`config.mk`:
```
export PLATFORM = sky130hd
export DESIGN_NAME = rt_block_read_seq
export DESIGN_NICKNAME = d
export VERILOG_FILES = /design/src/rtl/rt_block_read_seq_pkg.sv /design/src/rtl/rt_block_read_seq_rd_fifo.sv /design/src/rtl/rt_block_read_seq.sv
export SDC_FILE = /design/constraint.sdc
export NUM_CORES = 1
export LEC_CHECK = 0
export ABC_AREA = 1
export BUFFER_PORTS_ARGS = -buffer_cell sky130_fd_sc_hd__buf_2
export CAP_MARGIN = 20
export CORE_MARGIN = 2
export CORE_UTILIZATION = 50
export CTS_CLUSTER_DIAMETER = 80
export DETAILED_ROUTE_END_ITERATION = 10
export HOLD_SLACK_MARGIN = 0.1
export PLACE_DENSITY = 0.68
export SLEW_MARGIN = 15
export SYNTH_ARGS = -nofsm -noshare
export SYNTH_HDL_FRONTEND = slang
export SYNTH_SLANG_ARGS = --single-unit
```
`constraint.sdc`:
```
create_clock -name sysclk -period 5.9 [get_ports sysclk]
set_clock_uncertainty 0.15 [all_clocks]
set_input_delay 1.18 -clock sysclk [delete_from_list [all_inputs] [get_ports sysclk]]
set_output_delay 1.18 -clock sysclk [all_outputs]
set_load 0.005 [all_outputs]
```
`src/rtl/rt_block_read_seq_pkg.sv`:
```
// Shared constants and types for the real-time block read sequencer.
package rt_block_read_seq_pkg;

    // Quadlet index width; a block can never exceed 2**RT_IDX_WIDTH quadlets.
    localparam int RT_IDX_WIDTH = 6;
    localparam int RT_MAX_QUADS = 1 << RT_IDX_WIDTH;

    // Sequencer states.
    typedef enum logic [1:0] {
        RT_IDLE  = 2'd0,
        RT_ARB   = 2'd1,
        RT_ISSUE = 2'd2,
        RT_DRAIN = 2'd3
    } rt_state_e;

    // Quadlets in one RT block: 4 header quadlets, 2 per motor, 5 per encoder.
    function automatic int rt_num_quads(input int num_motors, input int num_encoders);
        return 4 + 2 * num_motors + 5 * num_encoders;
    endfunction

endpackage

```
`src/rtl/rt_block_read_seq_rd_fifo.sv`:
```
// Synchronous show-ahead FIFO holding read data plus its quadlet index tag.
module rt_rd_fifo
    import rt_block_read_seq_pkg::*;
#(
    parameter int DEPTH  = 4,
    parameter int DATA_W = 32,
    parameter int TAG_W  = RT_IDX_WIDTH,
    parameter int CNT_W  = $clog2(DEPTH + 1)
) (
    input  logic              sysclk,
    input  logic              reset,
    input  logic              flush,
    input  logic              push,
    input  logic [DATA_W-1:0] push_data,
    input  logic [TAG_W-1:0]  push_tag,
    input  logic              pop,
    output logic [DATA_W-1:0] head_data,
    output logic [TAG_W-1:0]  head_tag,
    output logic [CNT_W-1:0]  count,
    output logic              empty
);

    localparam int PTR_W = (DEPTH > 1) ? $clog2(DEPTH) : 1;

    logic [DATA_W+TAG_W-1:0] mem [DEPTH];
    logic [PTR_W-1:0]        wr_ptr_reg;
    logic [PTR_W-1:0]        rd_ptr_reg;
    logic [CNT_W-1:0]        count_reg;

    // Storage write; contents need no reset because count gates visibility.
    always_ff @(posedge sysclk) begin
        if (push && !flush) begin
            mem[wr_ptr_reg] <= {push_tag, push_data};
        end
    end

    // Pointer and occupancy bookkeeping; flush discards everything at once.
    always_ff @(posedge sysclk or negedge reset) begin
        if (!reset) begin
            wr_ptr_reg <= '0;
            rd_ptr_reg <= '0;
            count_reg  <= '0;
        end else if (flush) begin
            wr_ptr_reg <= '0;
            rd_ptr_reg <= '0;
            count_reg  <= '0;
        end else begin
            if (push) wr_ptr_reg <= wr_ptr_reg + PTR_W'(1);
            if (pop)  rd_ptr_reg <= rd_ptr_reg + PTR_W'(1);
            count_reg <= count_reg + CNT_W'(push) - CNT_W'(pop);
        end
    end

    assign {head_tag, head_data} = mem[rd_ptr_reg];
    assign count = count_reg;
    assign empty = (count_reg == '0);

    // The issuer's credit check must make overflow and underflow impossible.
    assert property (@(posedge sysclk) disable iff (!reset)
        !(push && !pop && !flush && count_reg == CNT_W'(DEPTH)));
    assert property (@(posedge sysclk) disable iff (!reset)
        !(pop && !flush && count_reg == '0));

endmodule

```
`src/rtl/rt_block_read_seq.sv`:
```
// Sequences one RT block read over the shared register bus and streams the
// returned quadlets (timestamp first) to the packet builder.
module rt_block_read_seq
    import rt_block_read_seq_pkg::*;
#(
    parameter int NUM_MOTORS   = 4,
    parameter int NUM_ENCODERS = 4,
    parameter int RD_LATENCY   = 1,
    parameter int FIFO_DEPTH   = 4
) (
    input  logic        sysclk,
    input  logic        reset,
    input  logic        start,
    input  logic        abort,
    input  logic [31:0] timestamp,
    output logic        bus_req,
    input  logic        bus_gnt,
    output logic [15:0] reg_raddr,
    output logic        blk_rt_rd,
    input  logic [31:0] reg_rdata,
    output logic [31:0] out_data,
    output logic        out_valid,
    input  logic        out_ready,
    output logic        out_last,
    output logic        busy,
    output logic        done
);

    localparam int NUM_QUADS = rt_num_quads(NUM_MOTORS, NUM_ENCODERS);
    localparam logic [RT_IDX_WIDTH-1:0] LAST_IDX = RT_IDX_WIDTH'(NUM_QUADS - 1);
    localparam int INF_W = $clog2(RD_LATENCY + 1);
    localparam int CNT_W = $clog2(FIFO_DEPTH + 1);

    // Reject configurations the 6-bit index or the credit scheme cannot handle.
    generate
        if (NUM_QUADS > RT_MAX_QUADS) begin : g_bad_quads
            $error("rt_block_read_seq: block larger than the index range");
        end
        if (RD_LATENCY < 1 || RD_LATENCY > 3) begin : g_bad_latency
            $error("rt_block_read_seq: RD_LATENCY must be 1..3");
        end
        if (FIFO_DEPTH < RD_LATENCY + 1 || (FIFO_DEPTH & (FIFO_DEPTH - 1)) != 0) begin : g_bad_depth
            $error("rt_block_read_seq: FIFO_DEPTH must be a power of 2 >= RD_LATENCY+1");
        end
    endgenerate

    rt_state_e               state_reg, state_next;
    logic [RT_IDX_WIDTH-1:0] idx_reg;
    logic [31:0]             ts_reg;
    logic [INF_W-1:0]        in_flight_reg;
    logic                    pipe_valid_reg [RD_LATENCY];
    logic [RT_IDX_WIDTH-1:0] pipe_idx_reg   [RD_LATENCY];

    logic                    issue;
    logic                    start_accept;
    logic                    flush;
    logic                    credit_ok;
    logic                    capture;
    logic [RT_IDX_WIDTH-1:0] capture_idx;
    logic [31:0]             capture_data;
    logic                    pop;
    logic                    fifo_empty;
    logic [CNT_W-1:0]        fifo_count;
    logic [31:0]             head_data;
    logic [RT_IDX_WIDTH-1:0] head_tag;

    // A new read is allowed only if every outstanding quadlet still has a FIFO slot.
    assign credit_ok = (8'(in_flight_reg) + 8'(fifo_count)) < 8'(FIFO_DEPTH);

    // State register.
    always_ff @(posedge sysclk or negedge reset) begin
        if (!reset) state_reg <= RT_IDLE;
        else        state_reg <= state_next;
    end

    // Next-state and bus-side outputs; abort overrides everything outside IDLE.
    always_comb begin
        state_next   = state_reg;
        bus_req      = 1'b0;
        issue        = 1'b0;
        done         = 1'b0;
        start_accept = 1'b0;
        flush        = 1'b0;
        case (state_reg)
            RT_IDLE: begin
                if (start && !abort) begin
                    start_accept = 1'b1;
                    state_next   = RT_ARB;
                end
            end
            RT_ARB: begin
                bus_req = 1'b1;
                if (bus_gnt) state_next = RT_ISSUE;
            end
            RT_ISSUE: begin
                bus_req = 1'b1;
                issue   = bus_gnt && credit_ok;
                if (issue && idx_reg == LAST_IDX) state_next = RT_DRAIN;
            end
            RT_DRAIN: begin
                if (fifo_empty && in_flight_reg == '0) begin
                    done       = 1'b1;
                    state_next = RT_IDLE;
                end
            end
            default: state_next = RT_IDLE;
        endcase
        if (abort && state_reg != RT_IDLE) begin
            issue      = 1'b0;
            done       = 1'b0;
            flush      = 1'b1;
            state_next = RT_IDLE;
        end
    end

    // Issue index and timestamp latch, both armed by an accepted start.
    always_ff @(posedge sysclk or negedge reset) begin
        if (!reset) begin
            idx_reg <= '0;
            ts_reg  <= '0;
        end else if (start_accept) begin
            idx_reg <= '0;
            ts_reg  <= timestamp;
        end else if (issue) begin
            idx_reg <= idx_reg + RT_IDX_WIDTH'(1);
        end
    end

    // Latency pipe: follows each issued index until its read data is valid.
    always_ff @(posedge sysclk or negedge reset) begin
        if (!reset) begin
            for (int i = 0; i < RD_LATENCY; i++) begin
                pipe_valid_reg[i] <= 1'b0;
                pipe_idx_reg[i]   <= '0;
            end
        end else begin
            pipe_valid_reg[0] <= issue;
            pipe_idx_reg[0]   <= idx_reg;
            for (int i = 1; i < RD_LATENCY; i++) begin
                pipe_valid_reg[i] <= pipe_valid_reg[i-1] && !flush;
                pipe_idx_reg[i]   <= pipe_idx_reg[i-1];
            end
        end
    end

    assign capture      = pipe_valid_reg[RD_LATENCY-1];
    assign capture_idx  = pipe_idx_reg[RD_LATENCY-1];
    assign capture_data = (capture_idx == '0) ? ts_reg : reg_rdata;

    // Reads issued but not yet captured, used for the credit check.
    always_ff @(posedge sysclk or negedge reset) begin
        if (!reset)     in_flight_reg <= '0;
        else if (flush) in_flight_reg <= '0;
        else            in_flight_reg <= in_flight_reg + INF_W'(issue) - INF_W'(capture);
    end

    assign pop = out_valid && out_ready;

    rt_rd_fifo #(
        .DEPTH  (FIFO_DEPTH),
        .DATA_W (32),
        .TAG_W  (RT_IDX_WIDTH),
        .CNT_W  (CNT_W)
    ) u_fifo (
        .sysclk    (sysclk),
        .reset     (reset),
        .flush     (flush),
        .push      (capture),
        .push_data (capture_data),
        .push_tag  (capture_idx),
        .pop       (pop),
        .head_data (head_data),
        .head_tag  (head_tag),
        .count     (fifo_count),
        .empty     (fifo_empty)
    );

    assign reg_raddr = issue ? {{(16-RT_IDX_WIDTH){1'b0}}, idx_reg} : 16'd0;
    assign blk_rt_rd = issue;
    assign out_valid = !fifo_empty;
    assign out_data  = fifo_empty ? 32'd0 : head_data;
    assign out_last  = !fifo_empty && (head_tag == LAST_IDX);
    assign busy      = (state_reg != RT_IDLE);

endmodule

```
==> metrics.yaml, run 1 <==
status: "finished clean"
rsz0062_at_grt: "false"
port_buffers: 113
largest_reg_flops: 152
cp_cell_sequence: "inv_2, nand4_1, o31ai_1, nand2_1, nor2_1, buf_2"
dr.pass1.iters: 5
drtIter0Drc: 328
clock_path_buffers: 3
fin_crit_ps: 3800
tightestPinTransition_ps: 1020
seqPwrFrac_pct: 40.4
globalRouteOverflowTotal: 0
initial_core_util_pct: 51.0
p_per_area_nw_per_um2: 518
synth_edf_count: 152
ctsResizeCount: 0
cts_made_buffers: 21
clockRootBuffer: "clkbuf_16"
arrival_ps: 2470
p_int_mw: 3.43
peakVddDrop_uv: 221
crit_type: "flip-flop to primary output"
dp_hpwl_mm: 11.4
synthCells: 773
setup_violations: 0
critPathMaxStageDelay_ps: 730
diodes: 0
path_depth: 6
drv_cap: 0
crit_buf_inv: 2
synth_area_leaders: "edfxtp_1, dfrtp_1, nor2_1"
netlist.area_leader.share_pct: 51.9
drv_slew: 0
setup_tns_ps: 0
ys_seq_area_share_pct: 67.6
place_congestion: 0.789
worstSetupStartpoint: "u_fifo.rd_ptr_reg[0]$_DFFE_PN0P_"
clk_latency_ps: 480
synth_warnings: 0
r2r-start: "capture_idx[1]$_DFF_PN0_"
r2r_cells: 5
slowest_stage: "inv_2"
routed_via_density: 5.17
clkPwrFrac_pct: 24.5
wl_per_cell_um: 16.8
synthTopCellsByCount: "nor2_1, edfxtp_1, nand2_1"
core_area_um2: 17200
hold_path_class: "flip-flop to flip-flop"
syn_area_per_cell_um2: 11.4
finalHoldViolations: 0
fin_nets: 965
min_from: "idx_reg[5]$_DFFE_PN0P_"
cts_tree: "yes"
crit_family: "buffers and inverters"
endpoint_kind: "primary output"
drcViolationCount: 0
synth.largest_area_cell: "edfxtp_1"
reg2reg_slack_ps: 2910
combinationalPowerShare_pct: 35.1
path_max_fanout: 67
fp.dieH_um: 137
clkTransAtPathRegs_ps: 60
drive_gt1_share_pct: 22.1
start_kind: "flip-flop"
ys_seq_elements: 207
area_growth_pct: 16.1
grt_usage_pct: 20.5
maxSlewHeadroom_pct: 31.9
cts_sinks: 207
io_pins: 124
grt_pass1_wl_mm: 29.4
p_sw_mw: 1.85
r2r-end: "u_fifo.mem[2][2]$_DFFE_PP_"
synth-main-ff-cell: "edfxtp_1"
fin_cells: 1121
fillers: 1425
antenna_found_initial: 0
cts_hold_buf: 0
die_area_um2: 18700
post_cts_buffers: 0
synth_cell_types: 30
switching_share_pct: 35.0
syn_area_um2: 8790
period_share_pct: 64.3
holdPathEnd: "capture_idx[5]$_DFF_PN0_"
die_x_um: 137
grt_start_max_net_pins: 68
ant_nets: 0
numPlacedInstances: 1084
fmax_ghz: 0.263
hold_depth: 0
p_leak_nw: 4.20
wl_mm: 18.9
vias: 5790
fp-row-count: 48
async_flop_share_pct: 26.6
post-synth-top-count-cell: "nor2_1"
grt_pass1_vias: 5527
required_ps: 4570
htree_num_levels: 1
[layer usage]
layer / global-route usage, % / up-vias / part of all wire, %
met5: 0 / - / 0
met4: 4.98 / 0 / 1.6
met3: 3.41 / 26 / 6.0
met2: 33.4 / 165 / 46
met1: 29.1 / 2760 / 46
li1: - / 2839 / -
[area by class of cell]
type                       instances  area (µm²)  area share [%]
clock buffer                      25         541            5.30
clock inverter                    12         129            1.26
inverter                          36         135            1.32
multi-input combinational        491        2520            24.7
sequential                       207        5940            58.2
tap                              225         282            2.76
timing repair buffer             125         656            6.42
[cells by family (layout without fill, tap and decap cells)]
family / Yosys count / after routing / share of synthesized area (%)
muxes: 32 / 32 / 4.10
and+or+nand+nor: 326 / 326 / 15.3
AOI/OAI and AO/OA: 106 / 106 / 6.07
DFF: 207 / 207 / 67.6
adders and majority gates: 13 / 13 / 1.94
other: 1 / 10 / 0.0427
buffers and inverters: 84 / 198 / 4.56
xor gates and xnor gates: 4 / 4 / 0.399
[per-stage QoR]
| stage | hold WS, ps | instance area (µm²) | worst slack, ps | power [mW] | utilization, % |
|---|---|---|---|---|---|
| after detailed placement | 290 | 9540 | 2410 | 4.04 | 55.3 |
| after global routing | 324 | 10200 | 1920 | 5.64 | 59.2 |
| after floorplan | 244 | 8820 | 2170 | 3.36 | - |
| after global placement | 270 | 9540 | 2410 | 4.00 | 55.3 |
| after CTS | 305 | 10200 | 2030 | 5.33 | 59.2 |
| final | 303 | 10200 | 2100 | 5.28 | 59.2 |
[worst max path at each step]
| stage | to | slack, ps |
|---|---|---|
| after floorplan | u_fifo.mem[0][0]$_DFFE_PP_ | 2170 |
| after global placement | blk_rt_rd | 2410 |
| after detailed placement | blk_rt_rd | 2410 |
| after CTS | out_last | 2030 |
| after global routing | out_last | 1920 |
| final | out_last | 2100 |
[power groups by stage]
stage	clock [mW]	combinational [mW]	sequential (mW)
after floorplan	0	1.24	2.12
after global placement	0	1.85	2.15
after detailed placement	0	1.88	2.16
after CTS	1.32	1.88	2.13
after global routing	1.37	2.11	2.16
final	1.30	1.85	2.13
[cells in the final DEF (no fill, tap or decap), types with 6 or more instances in the layout]
cell and n:
o21ai_0 69, buf_4 12, nor2_4 6, nor2_1 149, ha_1 12, mux2_2 32
clkbuf_16 21, edfxtp_1 152, clkinv_1 8, nand3_1 43, a21oi_1 36, buf_2 113
nand2_1 110, nand4_1 6, conb_1 10, dfrtp_1 54, inv_1 31
No activity file was read; power rests on OpenSTA's default activity.
==> run 2, diff against run 1 <==
--- a/config.mk
+++ b/config.mk
@@ -5,7 +5,7 @@
 export SDC_FILE = /design/constraint.sdc
 export NUM_CORES = 1
 export LEC_CHECK = 0
-export ABC_AREA = 1
+export ABC_AREA = 0
 export BUFFER_PORTS_ARGS = -buffer_cell sky130_fd_sc_hd__buf_2
 export CAP_MARGIN = 20
 export CORE_MARGIN = 2
@@ -13,7 +13,7 @@
 export CTS_CLUSTER_DIAMETER = 80
 export DETAILED_ROUTE_END_ITERATION = 10
 export HOLD_SLACK_MARGIN = 0.1
-export PLACE_DENSITY = 0.68
+export PLACE_DENSITY = 0.71
 export SLEW_MARGIN = 15
 export SYNTH_ARGS = -nofsm -noshare
 export SYNTH_HDL_FRONTEND = slang
==> constraint.sdc (replaced) <==
create_clock -name sysclk -period 3.15 [get_ports sysclk]
set_clock_uncertainty 0.15 [all_clocks]
set_input_delay 0.63 -clock sysclk [delete_from_list [all_inputs] [get_ports sysclk]]
set_output_delay 0.63 -clock sysclk [all_outputs]
set_load 0.005 [all_outputs]
==> run 2 against run 1 <==
  * Clock power is 82% higher
  * Power grew 70%
  * Combinational power grew 46%
  * Die area down 1.8%
  * First-iteration DRC count is 0.61% lower
  * Critical path type unchanged
  * Largest cell class unchanged
  * Largest power group unchanged
==> metrics.yaml, run 2 <==
ys_seq_elements: 207  # unchanged
netlist.area_leader.share_pct: 52.9  # +1.0 points
routed_via_density: 5.21  # +0.83%
fp.dieH_um: 135  # -0.92%
fillers: 1277  # -10%
core_area_um2: 17100  # -1.0%
synth_edf_count: 152  # unchanged
wl_mm: 16.7  # -12%
syn_area_per_cell_um2: 15.8  # +39%
drtIter0Drc: 326  # -0.61%
drv_slew: 0  # unchanged
fp-row-count: 48  # unchanged
die_x_um: 135  # -0.92%
area_growth_pct: 17.3
synth-main-ff-cell: "edfxtp_1"
p_leak_nw: 4.08  # -2.9%
grt_pass1_wl_mm: 26.2  # -11%
drv_cap: 0  # unchanged
async_flop_share_pct: 26.6  # unchanged
cts_tree: "yes"
setup_violations: 0  # unchanged
stdcell_area_um2: 10100  # -0.88%
globalRouteOverflowTotal: 0  # unchanged
r2r-start: "state_reg[0]$_DFFE_PN0P_"
cp_cell_sequence: "ha_1, o211a_1, o32ai_4, buf_4, and3_2, buf_2"
peakVddDrop_uv: 491  # +120%
wl_per_cell_um: 18.2  # +8.4%
synth_area_leaders: "edfxtp_1, dfrtp_1, mux4_2"
multiInputGateArea_um2: 2460  # -2.6%
tightestPinTransition_ps: 912  # -107 ps
clk_latency_ps: 480  # about the same
htree_num_levels: 1  # unchanged
cts_sinks: 207  # unchanged
endpoint_kind: "primary output"
grt_pass1_vias: 4923  # -11%
min_from: "timestamp[13]"
utilization_pct: 59.3  # +0.097 points
fmax_ghz: 0.330
drive_gt1_share_pct: 35.8  # +14 points
antenna_found_initial: 0  # unchanged
critPathMaxStageDelay_ps: 440  # -290 ps
arrival_ps: 2250  # -220 ps
hold_path_class: "input port to flip-flop"
ys_seq_area_share_pct: 68.9  # +1.3 points
fin_crit_ps: 3030
fin_nets: 756  # -22%
grt_usage_pct: 18.6  # -1.9 points
seq_area_um2: 5950  # about the same
largest_reg_flops: 152  # unchanged
post-synth-top-count-cell: "edfxtp_1"
place_congestion: 0.823  # +4.3%
initial_core_util_pct: 50.6  # -0.43 points
port_buffers: 113  # unchanged
start_kind: "flip-flop"
clkTransAtPathRegs_ps: 60  # about the same
layout_commonest_cell: "edfxtp_1"
grt_start_max_net_pins: 39  # -43%
die_area_um2: 18300  # -1.8%
slowest_stage: "dfrtp_2"
synth.largest_area_cell: "edfxtp_1"
diodes: 0  # unchanged
crit_type: "flip-flop to primary output"
synth_cell_types: 48  # +60%
dpl_cell_area_um2: 9410  # -1.3%
synth_warnings: 0  # unchanged
worstSetupStartpoint: "u_fifo.count[1]$_DFF_PN0_"
setup_tns_ps: 0  # unchanged
vias: 4760  # -18%
maxSlewHeadroom_pct: 39.0  # +7.0 points
ant_nets: 0  # unchanged
drcViolationCount: 0  # unchanged
p_per_area_nw_per_um2: 889  # +72%
io_pins: 124  # unchanged
dp_hpwl_mm: 10.8  # -5.5%
dr.pass1.iters: 4  # -1
period_share_pct: 96.3
finalPower_mw: 9.00  # +70%
layout_common_cells: "edfxtp_1, buf_2, nand2_1, dfrtp_1, and2_1"
clockRootBuffer: "clkbuf_16"
synthCells: 547  # -29%
synthTopCellsByCount: "edfxtp_1, nand2_1, dfrtp_1"
clock_path_buffers: 3  # unchanged
finalHoldViolations: 0  # unchanged
path_max_fanout: 9  # -87%
status: "finished clean"
required_ps: 2370  # -2200 ps
syn_area_um2: 8620  # -1.9%
cts_made_buffers: 22  # +4.8%
-- run 2: what timing repair did --
| item | in CTS | in global routing |
|---|---|---|
| setup buffers | 0 | 3 |
| resized for setup | 0 | 3 |
| hold endpoints to repair | 24 | 0 |
| setup endpoints to repair | 0 | 2 |
| hold buffers | 1 | 0 |
-- run 2: final timing paths --
check                                               to  slack (ps)  depth (start not counted)
min in group asynchronous       ts_reg[11]$_DFFE_PN0P_         550                          2
max in group asynchronous       ts_reg[19]$_DFFE_PN0P_        1540                          3
hold / removal                  ts_reg[13]$_DFFE_PN0P_         180                          3
setup / recovery                          reg_raddr[4]         120                          6
setup reg to reg           u_fifo.mem[1][16]$_DFFE_PP_         780                          5
hold reg to reg               capture_idx[5]$_DFF_PN0_         300                          0
-- run 2: kinds of logic after synthesis --
group	Yosys count	synth area share, %
other	1	0.0435
and+or+nand+nor	191	10.9
DFF	207	68.9
xor gates and xnor gates	9	0.914
AOI/OAI and AO/OA	12	1.23
adders and majority gates	13	1.97
muxes	67	12.9
buffers and inverters	47	3.19
-- run 2: layout make-up --
cell class | instances | area share [%]
clock buffer | 30 | 5.95
multi-input combinational | 302 | 24.3
clock inverter | 10 | 0.668
timing repair buffer | 131 | 7.20
inverter | 9 | 0.334
tap | 225 | 2.78
sequential | 207 | 58.8
-- run 2: routing by layer --
metal / global-route usage (%) / vias up / wire length, µm
li1: - / 2215 / -
met1: 25.0 / 2358 / 7120
met2: 32.6 / 169 / 8330
met3: 3.11 / 18 / 978
met4: 3.59 / 0 / 229
met5: 0 / - / 0
-- run 2: power breakdown --
group / internal [mW] / leakage, nW / total, mW / switching, mW
Combinational: 1.26 / 1.65 / 2.71 / 1.45
Clock: 1.41 / 0.327 / 2.37 / 0.959
Sequential: 3.68 / 2.10 / 3.92 / 0.241
-- run 2: worst max-delay path, delay by kind of cell, from the launching register on --
kind	cells	cell delay [ps]
AND/OR/NAND/NOR	1	170
buffers and inverters	2	300
AO/OA/AOI/OAI	2	640
adder cells (fa/ha/maj)	1	220
flip-flops	1	440
-- run 2: per-stage QoR --
stage / setup WS [ps] / std cells / hold slack (ps)
floorplan: 769 / 556 / 184
global placement: 627 / 870 / 282
detailed placement: 546 / 870 / 282
CTS: 20.5 / 911 / 164
global route: -8.17 / 914 / 174
finish: 115 / 914 / 183
==> run 3, diff against run 2 <==
--- a/config.mk
+++ b/config.mk
@@ -13,7 +13,8 @@
 export CTS_CLUSTER_DIAMETER = 80
 export DETAILED_ROUTE_END_ITERATION = 10
 export HOLD_SLACK_MARGIN = 0.1
-export PLACE_DENSITY = 0.71
+export PLACE_DENSITY = 0.74
+export SETUP_SLACK_MARGIN = 0.3
 export SLEW_MARGIN = 15
 export SYNTH_ARGS = -nofsm -noshare
 export SYNTH_HDL_FRONTEND = slang
==> run 3 against run 2 <==
  * Die area is the same
  * Final cell count grew 0.22%
  * Critical endpoint is now blk_rt_rd
  * Combinational power grew 5%
  * Setup slack gained 220 ps
  * Maximum frequency grew 7.6%
  * Non-clock buffer count grew 5
  * Sequential share of layout area shrank 1.0 points
  * Power grew 2.9%
  * Sequential cell count is the same
  * Clock power grew 6%
  * Global-route usage grew 0.32 points
  * Largest cell class unchanged
  * Hold slack lost 98 ps
==> metrics.yaml, run 3 (synthesized netlist as in run 2, its figures left out) <==
status: "finished clean"
switching_share_pct: 29.1  # -0.35 points
seqPwrFrac_pct: 42.1  # -1.4 points
fp-row-count: 48  # unchanged
critPathMaxStageDelay_ps: 430  # about the same
drcViolationCount: 0  # unchanged
routed_via_density: 5.26  # +1.0%
fmax_ghz: 0.355  # +7.6%
wl_per_cell_um: 18.6  # +2.0%
crit_type: "flip-flop to primary output"
largest_reg_flops: 152  # unchanged
peakVddDrop_uv: 490  # -0.23%
period_share_pct: 89.5  # -6.8 points
required_ps: 2370  # about the same
p_leak_nw: 4.13  # +1.2%
maxSlewHeadroom_pct: 40.1  # +1.2 points
clock_path_buffers: 3  # unchanged
fin_nets: 760  # +0.53%
cts_tree: "yes"
endpoint_kind: "primary output"
vias: 4818  # +1.2%
critPathCapture: "blk_rt_rd"
reg2reg_slack_ps: 600  # -180 ps
grt_use_met1_pct: 25.3  # +0.29 points
tightestPinTransition_ps: 895  # -17.5 ps
drv_slew: 0  # unchanged
htree_num_levels: 1  # unchanged
clkTransAtPathRegs_ps: 60  # about the same
setup_tns_ps: 0  # unchanged
setup_slack_ps: 331  # +215 ps
dp_hpwl_mm: 11.0  # +1.9%
antenna_found_initial: 0  # unchanged
setup_violations: 0  # unchanged
arrival_ps: 2040  # -210 ps
grt_use_met2_pct: 33.0  # +0.39 points
fin_crit_ps: 2820  # -215 ps
io_pins: 124  # unchanged
clockRootBuffer: "clkbuf_16"
r2r_cells: 10  # +5
drv_cap: 0  # unchanged
wl_mm: 17.0  # +2.2%
dr.pass1.iters: 4  # unchanged
ant_nets: 0  # unchanged
clkPwrFrac_pct: 27.1  # +0.7 points
cts_sinks: 207  # unchanged
drive_gt1_share_pct: 37.5  # +1.6 points
path_max_fanout: 8  # -1
diodes: 0  # unchanged
grt_start_max_net_pins: 37  # -5.1%
finalHoldViolations: 0  # unchanged
initial_core_util_pct: 50.6  # unchanged
drtIter0Drc: 240  # -26%
use_met3_pct: 3.22  # +0.11 points
place_congestion: 0.809  # -1.7%
layout_commonest_cell: "edfxtp_1"
fp.dieH_um: 135  # unchanged
p_int_mw: 6.57  # +3.4%
dpl_worst_slack_ps: 570  # +24.4 ps
grt.busiest_layer: "met2"
area_growth_pct: 19.4
grt_usage_pct: 18.9  # +0.32 points
die_x_um: 135  # unchanged
r2r-start: "u_fifo.count[1]$_DFF_PN0_"
die_area_um2: 18300  # unchanged
worstSetupStartpoint: "u_fifo.count[1]$_DFF_PN0_"
start_kind: "flip-flop"
cts_made_buffers: 21  # -4.5%
rsz0062_at_grt: "true"
port_buffers: 113  # unchanged
p_sw_mw: 2.69  # +1.7%
core_area_um2: 17100  # unchanged
p_per_area_nw_per_um2: 899  # +1.1%
r2r-end: "u_fifo.count[2]$_DFF_PN0_"
cp_cell_sequence: "ha_4, o211a_1, o32ai_4, and2_4, buf_6"
grt_pass1_wl_mm: 26.6  # +1.8%
clk_latency_ps: 480  # about the same
slowest_stage: "dfrtp_2"
cts_hold_buf: 0  # -1
combinationalPowerShare_pct: 30.8  # +0.7 points
grt_pass1_vias: 5121  # +4.0%
globalRouteOverflowTotal: 0  # unchanged
hold_path_class: "input port to async pin"
layout_common_cells: "edfxtp_1, buf_2, nand2_1, dfrtp_1, and2_1"
-- run 3: changes by cell type in the layout (fill, tap and decap cells not counted), sizes merged --
cell and change:
clkbuf -7, buf +6, bufinv +3, clkinvlp +1
dlygate4sd3 -1
-- run 3: final cells by class --
class,count,area (µm²)
Fill cell,1317,6760
Sequential cell,207,5950
Multi-Input combinational cell,302,2510
Timing Repair Buffer,136,826
Clock buffer,23,533
Tap cell,225,282
Clock inverter,14,166
Inverter,9,33.8
-- run 3: per-layer routing --
metal  wire length [µm]  part of all wire (%)  vias to the layer above
li1                   -                     -                     2225
met5                  0                     0                        -
met1               7300                    43                     2416
met3               1060                   6.2                       30
met4                340                   2.0                        0
met2               8320                    49                      147
-- run 3: worst min path at each step --
| stage | depth (start not counted) | start | to |
|---|---|---|---|
| after floorplan | 0 | reset | capture$_DFF_PN0_ |
| after CTS | 1 | reset | ts_reg[0]$_DFFE_PN0P_ |
| after detailed placement | 0 | idx_reg[3]$_DFFE_PN0P_ | capture_idx[3]$_DFF_PN0_ |
| final | 1 | reset | state_reg[0]$_DFFE_PN0P_ |
| after global routing | 1 | reset | state_reg[1]$_DFFE_PN0P_ |
| after global placement | 0 | idx_reg[5]$_DFFE_PN0P_ | capture_idx[5]$_DFF_PN0_ |
-- run 3: per-stage QoR --
step / hold slack (ps) / util (%) / std cells / power, mW / cell area, µm²
global placement: 296 / 55.1 / 869 / 6.52 / 9400
finish: 84.3 / 60.4 / 916 / 9.26 / 10300
detailed placement: 306 / 55.1 / 869 / 6.68 / 9400
CTS: 111 / 59.8 / 914 / 9.29 / 10200
floorplan: 184 / - / 556 / 5.81 / 8660
global route: 143 / 60.4 / 916 / 9.76 / 10300
-- run 3: power by group through the flow --
| stage | Combinational (mW) | Clock, mW | Sequential [mW] |
|---|---|---|---|
| floorplan | 1.94 | 0 | 3.86 |
| global placement | 2.57 | 0 | 3.95 |
| detailed placement | 2.70 | 0 | 3.98 |
| CTS | 2.84 | 2.56 | 3.88 |
| global route | 3.16 | 2.67 | 3.93 |
| finish | 2.85 | 2.51 | 3.89 |
-- run 3: repair_timing --
item | CTS | global route
setup endpoints to repair | 40 | 31
pin swaps | 4 | 9
gates resized for setup | 9 | 19
endpoints found under the hold margin | 0 | 0
buffers inserted | 8 | 2
-- run 3: critical path, delay by kind of cell, from the launching register on --
kind            cells  cell delay, ps
simple gates        1             260
buf+inv             1             100
fa+ha+maj           1             170
flops               1             430
compound gates      2             610
